--- config.mk ---
export PLATFORM = sky130hd
export DESIGN_NAME = conv_feed_sequencer_flat
export DESIGN_NICKNAME = d
export VERILOG_FILES = /design/src/rtl/conv_feed_sequencer_if.sv /design/src/rtl/conv_feed_sequencer.sv /design/src/flat_wrapper.sv
export SDC_FILE = /design/constraint.sdc
export NUM_CORES = 1
export LEC_CHECK = 0
export ABC_CLOCK_PERIOD_IN_PS = 1500
export CORE_AREA = 2 2 58 60
export DETAILED_ROUTE_END_ITERATION = 10
export DIE_AREA = 0 0 60 62
export PLACE_DENSITY = 0.76
export SLEW_MARGIN = 20
export SYNTH_ARGS = -nofsm -noshare
export SYNTH_HDL_FRONTEND = slang
export SYNTH_SLANG_ARGS = --single-unit
--- constraint.sdc ---
create_clock -name clk -period 1.5 [get_ports clk]
set_input_delay 0.3 -clock clk [delete_from_list [all_inputs] [get_ports clk]]
set_output_delay 0.3 -clock clk [all_outputs]
set_load 0.01 [all_outputs]
--- src/rtl/conv_feed_sequencer_if.sv ---
// Operand-memory read ports plus the serial systolic-array feed, bundled.
//   master : the sequencer (drives read enables/addresses and the array feed)
//   slave  : memories + array (return read data, consume the feed)
// Signals:
//   img_ren/img_addr/img_rdata : image memory, data valid the cycle after ren
//   ker_ren/ker_addr/ker_rdata : kernel memory, data valid the cycle after ren
//   sa_rst                     : array clear pulse
//   sa_a/sa_w/sa_v             : activation, weight, sample-valid
interface conv_feed_sequencer_if #(
  parameter int DW  = 8,
  parameter int IAW = 4,
  parameter int KAW = 2
);
  logic           img_ren;
  logic [IAW-1:0] img_addr;
  logic [DW-1:0]  img_rdata;
  logic           ker_ren;
  logic [KAW-1:0] ker_addr;
  logic [DW-1:0]  ker_rdata;
  logic           sa_rst;
  logic [DW-1:0]  sa_a;
  logic [DW-1:0]  sa_w;
  logic           sa_v;

  modport master (
    output img_ren, img_addr, ker_ren, ker_addr, sa_rst, sa_a, sa_w, sa_v,
    input  img_rdata, ker_rdata
  );

  modport slave (
    input  img_ren, img_addr, ker_ren, ker_addr, sa_rst, sa_a, sa_w, sa_v,
    output img_rdata, ker_rdata
  );
endinterface

--- src/rtl/conv_feed_sequencer.sv ---
// Streams one convolution job into the systolic array: clears the array,
// walks the image in reverse row-major order with the kernel-masked weight
// alongside, drains zeros, then pulses done.
// Ports:
//   clk, rst : clock, asynchronous active-high reset
//   start    : job request, only looked at in IDLE
//   busy     : job in progress (CLR through DRAIN)
//   done     : one-cycle completion pulse (DONE state)
//   bus      : memory read ports and array feed (master side)
//
// state  | meaning
// IDLE   | waiting for start
// CLR    | sa_rst pulse to the array
// FEED   | one image (and maybe kernel) read per cycle, N steps
// DRAIN  | last sample lands, then DRAIN zero cycles
// DONE   | done pulse, busy low
module conv_feed_sequencer #(
  parameter int IMG_H = 3,
  parameter int IMG_W = 3,
  parameter int K     = 2,
  parameter int DW    = 8,
  parameter int DRAIN = 2
) (
  input  logic clk,
  input  logic rst,
  input  logic start,
  output logic busy,
  output logic done,
  conv_feed_sequencer_if.master bus
);
  localparam int N   = IMG_H * IMG_W;
  localparam int IAW = (N > 1) ? $clog2(N) : 1;
  localparam int KAW = (K * K > 1) ? $clog2(K * K) : 1;
  localparam int IW  = (IMG_H > 1) ? $clog2(IMG_H) : 1;
  localparam int JW  = (IMG_W > 1) ? $clog2(IMG_W) : 1;
  localparam int DCW = (DRAIN > 0) ? $clog2(DRAIN + 1) : 1;

  typedef enum logic [2:0] {S_IDLE, S_CLR, S_FEED, S_DRAIN, S_DONE} state_t;

  state_t         state;
  logic [IW-1:0]  i;
  logic [JW-1:0]  j;
  logic [DCW-1:0] drain_cnt;
  logic           img_ren;
  logic [IAW-1:0] img_addr;
  logic           ker_ren;
  logic [KAW-1:0] ker_addr;
  logic           sa_rst;
  logic           sa_v;
  logic           kin_q;   // kernel was in range for the read landing now

  logic           wrap_j;
  logic           last_step;
  logic [IW-1:0]  ni;
  logic [JW-1:0]  nj;
  logic           nkin;
  logic [KAW-1:0] nkaddr;

  assign wrap_j    = (j == JW'(IMG_W - 1));
  assign last_step = wrap_j && (i == IW'(IMG_H - 1));
  assign ni        = wrap_j ? i + IW'(1) : i;
  assign nj        = wrap_j ? '0 : j + JW'(1);
  assign nkin      = (int'(ni) < K) && (int'(nj) < K);
  // Only meaningful when nkin; masked to 0 otherwise.
  assign nkaddr    = KAW'((K - 1 - int'(ni)) * K + (K - 1 - int'(nj)));

  always_ff @(posedge clk or posedge rst) begin
    if (rst) begin
      state     <= S_IDLE;
      i         <= '0;
      j         <= '0;
      drain_cnt <= '0;
      img_ren   <= 1'b0;
      img_addr  <= '0;
      ker_ren   <= 1'b0;
      ker_addr  <= '0;
      sa_rst    <= 1'b0;
      sa_v      <= 1'b0;
      kin_q     <= 1'b0;
      busy      <= 1'b0;
      done      <= 1'b0;
    end else begin
      // Read data returns one cycle after the request; the valid and
      // kernel-mask flags follow it through this single pipeline stage.
      sa_v   <= img_ren;
      kin_q  <= ker_ren;
      sa_rst <= 1'b0;
      done   <= 1'b0;
      case (state)
        S_IDLE: begin
          if (start) begin
            state  <= S_CLR;
            sa_rst <= 1'b1;
            busy   <= 1'b1;
          end
        end
        S_CLR: begin
          // Step 0 always hits the kernel's far corner since K >= 1.
          state    <= S_FEED;
          i        <= '0;
          j        <= '0;
          img_ren  <= 1'b1;
          img_addr <= IAW'(N - 1);
          ker_ren  <= 1'b1;
          ker_addr <= KAW'(K * K - 1);
        end
        S_FEED: begin
          if (last_step) begin
            state     <= S_DRAIN;
            i         <= '0;
            j         <= '0;
            img_ren   <= 1'b0;
            img_addr  <= '0;
            ker_ren   <= 1'b0;
            ker_addr  <= '0;
            drain_cnt <= DCW'(DRAIN);
          end else begin
            i        <= ni;
            j        <= nj;
            // Reverse row-major walk is a plain down-count of the image address.
            img_addr <= img_addr - IAW'(1);
            ker_ren  <= nkin;
            ker_addr <= nkin ? nkaddr : '0;
          end
        end
        S_DRAIN: begin
          // First DRAIN cycle still carries the final sample.
          if (drain_cnt == '0) begin
            state <= S_DONE;
            done  <= 1'b1;
            busy  <= 1'b0;
          end else begin
            drain_cnt <= drain_cnt - DCW'(1);
          end
        end
        S_DONE:  state <= S_IDLE;
        default: state <= S_IDLE;
      endcase
    end
  end

  assign bus.img_ren  = img_ren;
  assign bus.img_addr = img_addr;
  assign bus.ker_ren  = ker_ren;
  assign bus.ker_addr = ker_addr;
  assign bus.sa_rst   = sa_rst;
  assign bus.sa_v     = sa_v;
  assign bus.sa_a     = sa_v ? bus.img_rdata : '0;
  assign bus.sa_w     = (sa_v && kin_q) ? bus.ker_rdata : '0;
endmodule
--- src/flat_wrapper.sv ---
// flat-port wrapper written by rule: the top's interface ports become plain ports
module conv_feed_sequencer_flat 
#(
  parameter int IMG_H = 3,
  parameter int IMG_W = 3,
  parameter int K     = 2,
  parameter int DW    = 8,
  parameter int DRAIN = 2
)
  (clk, rst, start, busy, done, bus_img_ren, bus_img_addr, bus_ker_ren, bus_ker_addr, bus_sa_rst, bus_sa_a, bus_sa_w, bus_sa_v, bus_img_rdata, bus_ker_rdata);
  conv_feed_sequencer_if #(.DW(DW)) bus_i ();
  input  logic clk;
  input  logic rst;
  input  logic start;
  output logic busy;
  output logic done;
  output wire logic [$bits(bus_i.img_ren)-1:0] bus_img_ren;
  output wire logic [$bits(bus_i.img_addr)-1:0] bus_img_addr;
  output wire logic [$bits(bus_i.ker_ren)-1:0] bus_ker_ren;
  output wire logic [$bits(bus_i.ker_addr)-1:0] bus_ker_addr;
  output wire logic [$bits(bus_i.sa_rst)-1:0] bus_sa_rst;
  output wire logic [$bits(bus_i.sa_a)-1:0] bus_sa_a;
  output wire logic [$bits(bus_i.sa_w)-1:0] bus_sa_w;
  output wire logic [$bits(bus_i.sa_v)-1:0] bus_sa_v;
  input wire logic [$bits(bus_i.img_rdata)-1:0] bus_img_rdata;
  input wire logic [$bits(bus_i.ker_rdata)-1:0] bus_ker_rdata;
  assign bus_img_ren = bus_i.img_ren;
  assign bus_img_addr = bus_i.img_addr;
  assign bus_ker_ren = bus_i.ker_ren;
  assign bus_ker_addr = bus_i.ker_addr;
  assign bus_sa_rst = bus_i.sa_rst;
  assign bus_sa_a = bus_i.sa_a;
  assign bus_sa_w = bus_i.sa_w;
  assign bus_sa_v = bus_i.sa_v;
  assign bus_i.img_rdata = bus_img_rdata;
  assign bus_i.ker_rdata = bus_ker_rdata;
  conv_feed_sequencer #(.IMG_H(IMG_H), .IMG_W(IMG_W), .K(K), .DW(DW), .DRAIN(DRAIN)) u_core (.clk(clk), .rst(rst), .start(start), .busy(busy), .done(done), .bus(bus_i));
endmodule
**Word level (Yosys, flattened, before mapping)**

Cells that the tools add are included.
Widths: inputs -> output; s select.

- Bits in registers: 22
- Bits in latches: 0
- Memory bits (writable): 0
- Bits in read-only memories: 0
- Input port bits: 19
- Output and inout bits: 28
- Logic and storage cells: 74
- Memories kept: 0

- Add/sub/neg operators: 7
- Multipliers: 0
- Div/mod/pow operators: 0
- Order comparisons: 2
- Equal/unequal tests: 9
- Shifts and indexed selects: 0
- Muxes and demuxes: 31
- Bitwise gates (word level): 0
- Reduce and logical (&&, ||, !) cells: 12

Operator list:

| kind | count |
|---|---|
| $mux 2 | 8 |
| $mux 8 | 2 |
| $pmux 2 s2 | 4 |
| $pmux 3 s4 | 1 |
| $mux 3 | 3 |
| $reduce_and 3->1 | 3 |
| $mux 1 | 8 |
| $pmux 4 s2 | 1 |
| $eq 3x2->1 const B | 2 |
| $pmux 1 s2 | 3 |
| $reduce_bool 2->1 | 3 |
| $add 2x1->2 const B | 2 |
| $eq 2x2->1 const B | 2 |
| $lt 2x2->1 const B | 2 |
| $mux 4 | 1 |
| $ne 2x1->1 const B | 2 |
| $ne 2x2->1 const B | 2 |
| $sub 4x1->4 const B | 1 |
| $eq 3x1->1 const B | 1 |
| $logic_and 1x1->1 | 3 |
| $logic_not 3->1 | 1 |
| $add 2x2->2 | 1 |
| $logic_not 2->1 | 1 |
| $reduce_and 2->1 | 1 |
| other kinds (3) | 3 |

**Longest topological paths before layout**

Gate-level depths: netlist of run 1.

- Depth after elaboration: 7
- Depth in mapped cells: 5
- Mapped depth without buffers: 5

**Worst setup path after synthesis of run 1**

No wires, ideal clock.

- Path type: reg-to-reg
- From: register u_core.state[2]
- To: register u_core.i[1]
- Library setup time: 0.082 ns
- Arrival time: 1.348 ns
- Data required time: 1.418 ns
- Setup slack: 0.069 ns
- Stages on the path, launching flop included: 5
- Buffers on the path: 1
- Clock period less this slack: 1.431 ns
- Cell sequence: dfrtp_1 or3b_1 buf_2 or3_1 o22ai_1

- Cells in the longest elaborated chain, start to end: 2
- Elaborated cells between the ends (all ways): 4
- Classes of those cells: 2 x eq/ne; 1 x mux; 1 x reduce/logical

RTL lines:

| element | line | source |
|---|---|---|
| start, declared | conv_feed_sequencer.sv:40 | `state_t state;` |
| start signal, assigned | conv_feed_sequencer.sv:69 | `state <= S_IDLE;` |
| start signal, assigned | conv_feed_sequencer.sv:92 | `state <= S_CLR;` |
| start signal, assigned | conv_feed_sequencer.sv:99 | `state <= S_FEED;` |
| $eq 3x2->1 or $eq 3x1->1 (tied branches) | conv_feed_sequencer.sv:89 | `case (state)` |
| $pmux 2 s2 or $reduce_bool 2->1 (tied branches) | - |  |
| end signal, assigned | conv_feed_sequencer.sv:118 | `i <= ni;` |
| end, declared | conv_feed_sequencer.sv:41 | `logic [IW-1:0] i;` |

Parallel ways exist; a longest one is shown, timed or not.
A chain may end at the register's enable or synchronous reset.

**Worst setup path after layout of run 1**

- From: register u_core.sa_v, in the netlist u_core.bus.sa_v
- To: output port bus_sa_a[5]

- Cells in the longest elaborated chain, start to end: 1

RTL lines:

| element | line | source |
|---|---|---|
| start, declared | conv_feed_sequencer.sv:49 | `logic sa_v;` |
| start signal, assigned | conv_feed_sequencer.sv:85 | `sa_v <= img_ren;` |
| $mux 8 | conv_feed_sequencer.sv:148 | `assign bus.sa_a = sa_v ? bus.img_rdata : '0;` |
| end, declared | flat_wrapper.sv:22 | `output wire logic [$bits(bus_i.sa_a)-1:0] bus_sa_a;` |

Every way passes these cells.

==> flow_metrics.tcl, run 1 <==
set metrics [dict create \
    status "finished, final reports clean" \
    post-place-ws_ns -0.245 \
    layout_common_cells "dfrtp_1 (21), clkdlybuf4s50_1 (18), buf_2 (16), buf_4 (15), dlygate4sd2_1 (9)" \
    async_flop_share_pct 100 \
    htree_levels 1 \
    cts_num_sinks 22 \
    required_ns 1.20 \
    postCtsHoldBufs 0 \
    grt_pass1_vias 997 \
    netlist_area_mm2 0.00112 \
    crit_path_start_kind "flip-flop" \
    area_growth_pct 55.6 \
    avgSynthCellArea_um2 10.0 \
    gp_congestion 0.805 \
    synthesis.nets 134 \
    drive_above_1_share_pct 28.3 \
    cts_tree "done" \
    hold_path_class "input pin to async pin" \
    dpl-instance-area_mm2 0.00166 \
    drt_iter0_markers 12 \
    synth_top_area_cell "dfrtp_1" \
    grt_max_degree 23 \
    drt-vias-per-instance 4.96 \
    root_buffer "clkbuf_4" \
    initial_utilization_pct 35.3 \
    drc 0 \
    netlist_instances 112 \
    rsz0062_at_grt "true" \
    relSlewSlack_pct 74.7 \
    clock_skew_ns 0.00505 \
    die_h_um 62 \
    ant_nets 0 \
    synth.area.top_cells "dfrtp_1 (49%), and2_1 (4.5%), and3_1 (4.5%), ha_1 (3.3%), inv_1 (3.0%)" \
    hold_viol_final 0 \
    dp_hpwl_um 2100 \
    grt-ovfl-total 0 \
    yosys_warnings 0 \
    dp.cells 205 \
    p_per_area_mw_per_mm2 1970 \
    grt_pass1_wl_um 4170 \
    final_common_cell "dfrtp_1" \
    fin_setup_tns_ns 0 \
    vias 1086 \
    maxCapViolCount 0 \
    rows 21 \
    fin_crit_sh_pct 98.5 \
    clk_pin_slew_worst_paths_ns 0.12 \
    period_needed_ns 1.48 \
    synthFlopType "dfrtp_1" \
    route.detailed.wl_per_inst_um 13.4 \
    utilization_pct 55.0 \
    fmax_ghz 0.677 \
    drtPass1Iterations 5 \
    finalMaxSlewViolations 0 \
    synthDistinctLibCells 36 \
    fill_cells 295 \
    die_w_um 60 \
    finalNonFillerCells 219 \
    die_area_mm2 0.00372 \
    grt_util_all_layers_pct 14.7 \
    critPathCaptureType "output port" \
    peakVddDrop_v 0.000966 \
    synth_top_area_share_pct 49.0 \
    ys_seq_area_share_pct 49.0 \
    synth-seq-cells 22 \
    worst-path-max-fanout 8 \
    postLayoutCellArea_mm2 0.00175 \
    cts_buffers 3 \
    core_area_mm2 0.00318 \
    worstSetupPathType "flip-flop to output port" \
    worstMarginPinSlew_ns 0.375 \
    setup_ws_ns 0.0226 \
    routed_wl_um 2930 \
    ctsLongestPathBuffers 2 \
    arrival_ns 1.18 \
    io_pins 47 \
    finalSetupViolCount 0 \
    final_nets 196 \
    antenna_found_initial 0 \
    leakage_nw 0.886 \
    clock_latency_ns 0.30 \
    antennaDiodeCount 0 \
    synth_edf_count 0 \
    numPortBuffers 46 \
]
critical path: stages, from the launching register on:
cell and delay [ns]:
dfrtp_2 0.44, buf_4 0.16, and2_1 0.13, buf_2 0.13
registers in the layout (all words and copies together), names as in the netlist, 2 cells and up:
| name | flops |
|---|---|
| u_core.bus.img_addr | 4 |
| u_core.bus.ker_addr | 2 |
| u_core.drain_cnt | 2 |
| u_core.i | 2 |
| u_core.j | 2 |
| u_core.state | 3 |
synthesized netlist by cell type (all sizes together), types with 2 or more instances:
cell,n
a211oi,2
a21oi,6
a22o,2
a31oi,2
and2,8
and3,8
buf,3
clkbuf,2
dfrtp,22
ha,3
inv,9
mux2i,2
nand2,3
nand2b,4
nor2,9
nor3b,2
o21ai,2
or3,4
xnor2,2
metrics by stage:
| step | hold slack (ns) | power [mW] |
|---|---|---|
| finish | 0.312 | 3.45 |
| global route | 0.328 | 3.73 |
| CTS | 0.315 | 3.35 |
| detailed placement | 0.401 | 3.00 |
| global placement | 0.389 | 2.90 |
| floorplan | 0.289 | 2.19 |
where the power goes:
group	total, mW	internal, mW	leakage (nW)	switching [mW]
Sequential	1.03	0.852	0.264	0.177
Clock	0.325	0.148	0.0210	0.177
Combinational	2.10	1.10	0.601	1.00
layer usage:
| metal | up-vias | part of all wire [%] | track usage (%) |
|---|---|---|---|
| met1 | 518 | 38 | 15.7 |
| met5 | - | 0 | 0 |
| met3 | 0 | 11 | 4.35 |
| li1 | 518 | - | - |
| met4 | 0 | 0 | 3.49 |
| met2 | 50 | 52 | 28.4 |
repair_timing:
| item | in CTS | in global routing |
|---|---|---|
| setup buffers | 8 | 2 |
| gates resized for setup | 79 | 12 |
| pin swaps | 3 | 1 |
| setup endpoints to repair | 29 | 18 |
path summary, 6_finish.rpt:
kind,from,to,slack [ns],cells after the start
worst max register to register,u_core.i[1]$_DFFE_PP0P_,u_core.bus.ker_addr[1]$_DFFE_PP0P_,0.05,4
worst max-delay path,u_core.bus.sa_v$_DFF_PP0_,bus_sa_a[5],0.02,3
worst min-delay path,rst,u_core.bus.ker_ren$_DFFE_PP0P_,0.31,3
worst min register to register,u_core.bus.ker_ren$_DFFE_PP0P_,u_core.kin_q$_DFF_PP0_,0.42,0
min in group clk,u_core.bus.ker_ren$_DFFE_PP0P_,u_core.kin_q$_DFF_PP0_,0.42,0
max in group asynchronous,rst,u_core.bus.sa_v$_DFF_PP0_,0.96,3
area by class of cell:
| cell class | instances | area [um2] | share of cell area, % |
|---|---|---|---|
| timing repair buffer | 62 | 498 | 28.5 |
| sequential | 22 | 552 | 31.6 |
| multi-input combinational | 76 | 571 | 32.6 |
| inverter | 9 | 33.8 | 1.93 |
| tap | 46 | 57.6 | 3.29 |
| clock buffer | 4 | 36.3 | 2.08 |
cells by family (layout without fill, tap and decap cells):
logic type,Yosys count,count (layout),share of synthesized area [%]
AO/OA/AOI/OAI,24,24,15.3
XOR/XNOR,2,2,1.56
adder cells (fa/ha/maj),3,3,3.34
buffers and inverters,14,75,5.01
flip-flops,22,22,49.0
multiplexers,3,3,2.78
AND/OR/NAND/NOR,44,44,23.1
(Power assumes the default switching activity.)
==> inputs of run 2 (changes only) <==
--- a/config.mk
+++ b/config.mk
@@ -5,11 +5,12 @@
 export SDC_FILE = /design/constraint.sdc
 export NUM_CORES = 1
 export LEC_CHECK = 0
+export ABC_AREA = 1
 export ABC_CLOCK_PERIOD_IN_PS = 1500
-export CORE_AREA = 2 2 58 60
+export CORE_AREA = 2 2 62 59
 export DETAILED_ROUTE_END_ITERATION = 10
-export DIE_AREA = 0 0 60 62
-export PLACE_DENSITY = 0.76
+export DIE_AREA = 0 0 64 61
+export PLACE_DENSITY = 0.75
 export SLEW_MARGIN = 20
 export SYNTH_ARGS = -nofsm -noshare
 export SYNTH_HDL_FRONTEND = slang
==> flow_metrics.tcl, run 2 <==
set metrics [dict create \
    period_needed_ns 1.50 \
    synth_top_area_cell "dfrtp_1" \
    antennaDiodeCount 0 \
    grt_max_degree 23 \
    netlist_instances 145 \
    final_nets 224 \
    grt_util_all_layers_pct 12.9 \
    avgSynthCellArea_um2 8.19 \
    finalSetupViolCount 0 \
    layout_common_cells "inv_1 (34), nand2_1 (31), dfrtp_1 (22), clkdlybuf4s50_1 (18), nor2_1 (14)" \
    finalMaxSlewViolations 0 \
    fin_setup_tns_ns 0 \
    post-place-ws_ns -0.233 \
    die_w_um 64 \
    die_h_um 61 \
    routed_wl_um 2380 \
    r2r_setup_slack_ns 0.23 \
    netlist_area_mm2 0.00119 \
    io_pins 47 \
    grt_util_met1_pct 13.2 \
    regMostFlops "u_core.bus.img_addr" \
    grt_busiest_layer "met2" \
    async_flop_share_pct 100 \
    cts_tree "done" \
    numPortBuffers 46 \
    worst-path-max-fanout 7 \
    clock_latency_ns 0.31 \
    reg_top3 "u_core.bus.img_addr x4, u_core.state x3" \
    hold_path_class "input pin to async pin" \
    met3_usage_pct 4.64 \
    grt_pass1_vias 971 \
    relSlewSlack_pct 81.5 \
    crit_path_frequent_cell "buf_6" \
    initial_utilization_pct 36.8 \
    drt-vias-per-instance 4.34 \
    rsz0062_at_grt "true" \
    yosys_warnings 0 \
    core_area_mm2 0.00323 \
    ant_nets 0 \
    synthFlopType "dfrtp_1" \
    drc 0 \
    final_common_cell "inv_1" \
    fin_crit_sh_pct 99.8 \
    status "finished, final reports clean" \
    ctsLongestPathBuffers 2 \
    worstMarginPinSlew_ns 0.278 \
    cts_num_sinks 22 \
    grt-ovfl-total 0 \
    hold_viol_final 0 \
    worstSetupPathType "flip-flop to output port" \
    worstReg2RegEnd "u_core.drain_cnt[0]$_DFFE_PP0P_" \
    clock_skew_ns 0.00385 \
    r2r-start "u_core.i[0]$_DFFE_PP0P_" \
    gp_congestion 0.735 \
    drtPass1Iterations 4 \
    vias 1060 \
    critPathCaptureType "output port" \
    htree_levels 1 \
    setup_ws_ns 0.00267 \
    dp.cells 236 \
    postCtsHoldBufs 0 \
    slowest_stage "dfrtp_1" \
    max_stage_delay_ns 0.40 \
    dp_hpwl_um 1850 \
    ff2ff_path_depth 7 \
    fmax_ghz 0.668 \
    utilization_pct 53.3 \
    synth.most_common_cell "inv_1" \
    synth-seq-cells 22 \
    grt_pass1_wl_um 3900 \
    route.detailed.wl_per_inst_um 9.77 \
    peakVddDrop_v 0.000611 \
    cts_buffers 3 \
    antenna_found_initial 0 \
    synthesis.nets 167 \
    synthDistinctLibCells 24 \
    rows 20 \
    synth.top_cells.by_count "inv_1 (34), nand2_1 (32), dfrtp_1 (22)" \
    arrival_ns 1.20 \
    required_ns 1.20 \
    root_buffer "clkbuf_4" \
    crit_path_start_kind "flip-flop" \
    ys_seq_area_share_pct 46.4 \
    synth_top_area_share_pct 46.4 \
    crit_chain "buf_6 > nand2_8 > buf_6 > nor2_1 > buf_2" \
    synth.area.top_cells "dfrtp_1 (46%), inv_1 (11%), nand2_1 (10%), nor2_4 (4.7%), nor2_1 (4.4%)" \
    clk_pin_slew_worst_paths_ns 0.12 \
    drive_above_1_share_pct 22.5 \
    p_per_area_mw_per_mm2 1940 \
    area_growth_pct 44.9 \
    finalNonFillerCells 244 \
    leakage_nw 0.981 \
    drt_iter0_markers 13 \
    largest_reg_flops 4 \
    dpl-instance-area_mm2 0.00171 \
    postLayoutCellArea_mm2 0.00172 \
    maxCapViolCount 0 \
    synth_edf_count 0 \
    die_area_mm2 0.00390 \
    use_met2_pct 24.1 \
]
run 2: power by group:
group / leakage, nW / switching, mW / internal, mW
Clock: 0.0138 / 0.172 / 0.0939
Combinational: 0.704 / 1.14 / 0.889
Sequential: 0.263 / 0.185 / 0.857
run 2: final cells by class:
class | count | area, um2
Inverter | 37 | 144
Clock buffer | 3 | 22.5
Multi-Input combinational cell | 85 | 504
Timing Repair Buffer | 53 | 444
Fill cell | 318 | 1510
Sequential cell | 22 | 551
Tap cell | 44 | 55.1
run 2: per-layer routing:
layer	share of wire (%)	vias to the layer above
met5	0	-
met4	1.6	0
met3	13	5
met2	44	43
met1	42	460
li1	-	552
run 2: repair_timing:
| item | CTS | global route |
|---|---|---|
| endpoints found under the setup margin | 24 | 20 |
| gates resized for setup | 50 | 23 |
| cloned | 0 | 0 |
| buffers inserted | 5 | 0 |
| pin swaps | 1 | 0 |
run 2: cells by family (layout without fill, tap and decap cells):
| kind of cell | after synthesis | after routing | share of synthesized area, % |
|---|---|---|---|
| xor+xnor | 1 | 1 | 0.738 |
| compound gates | 12 | 12 | 6.53 |
| buf+inv | 38 | 93 | 12.5 |
| simple gates | 69 | 69 | 30.7 |
| fa+ha+maj | 3 | 3 | 3.16 |
| flops | 22 | 22 | 46.4 |
run 2: how the worst max path moves through the flow:
stage / start / to / depth (start not counted)
after global placement: bus_ker_rdata[0] / bus_sa_w[0] / 4
after detailed placement: bus_ker_rdata[5] / bus_sa_w[5] / 4
after floorplan: u_core.i[0]$_DFFE_PP0P_ / u_core.drain_cnt[0]$_DFFE_PP0P_ / 7
after CTS: u_core.bus.sa_v$_DFF_PP0_ / bus_sa_w[0] / 5
after global routing: u_core.bus.sa_v$_DFF_PP0_ / bus_sa_w[0] / 5
final: u_core.bus.sa_v$_DFF_PP0_ / bus_sa_w[0] / 5
run 2: critical path: cells and delay by family, from the launching register on:
family	cells	cell delay [ns]
flip-flops	1	0.40
buffers and inverters	3	0.37
AND/OR/NAND/NOR	2	0.12
run 2: through the flow:
step	hold slack, ns	power (mW)
final	0.314	3.34
after global routing	0.343	3.65
after CTS	0.330	3.40
after detailed placement	0.395	3.15
after global placement	0.390	3.11
after floorplan	0.289	2.37
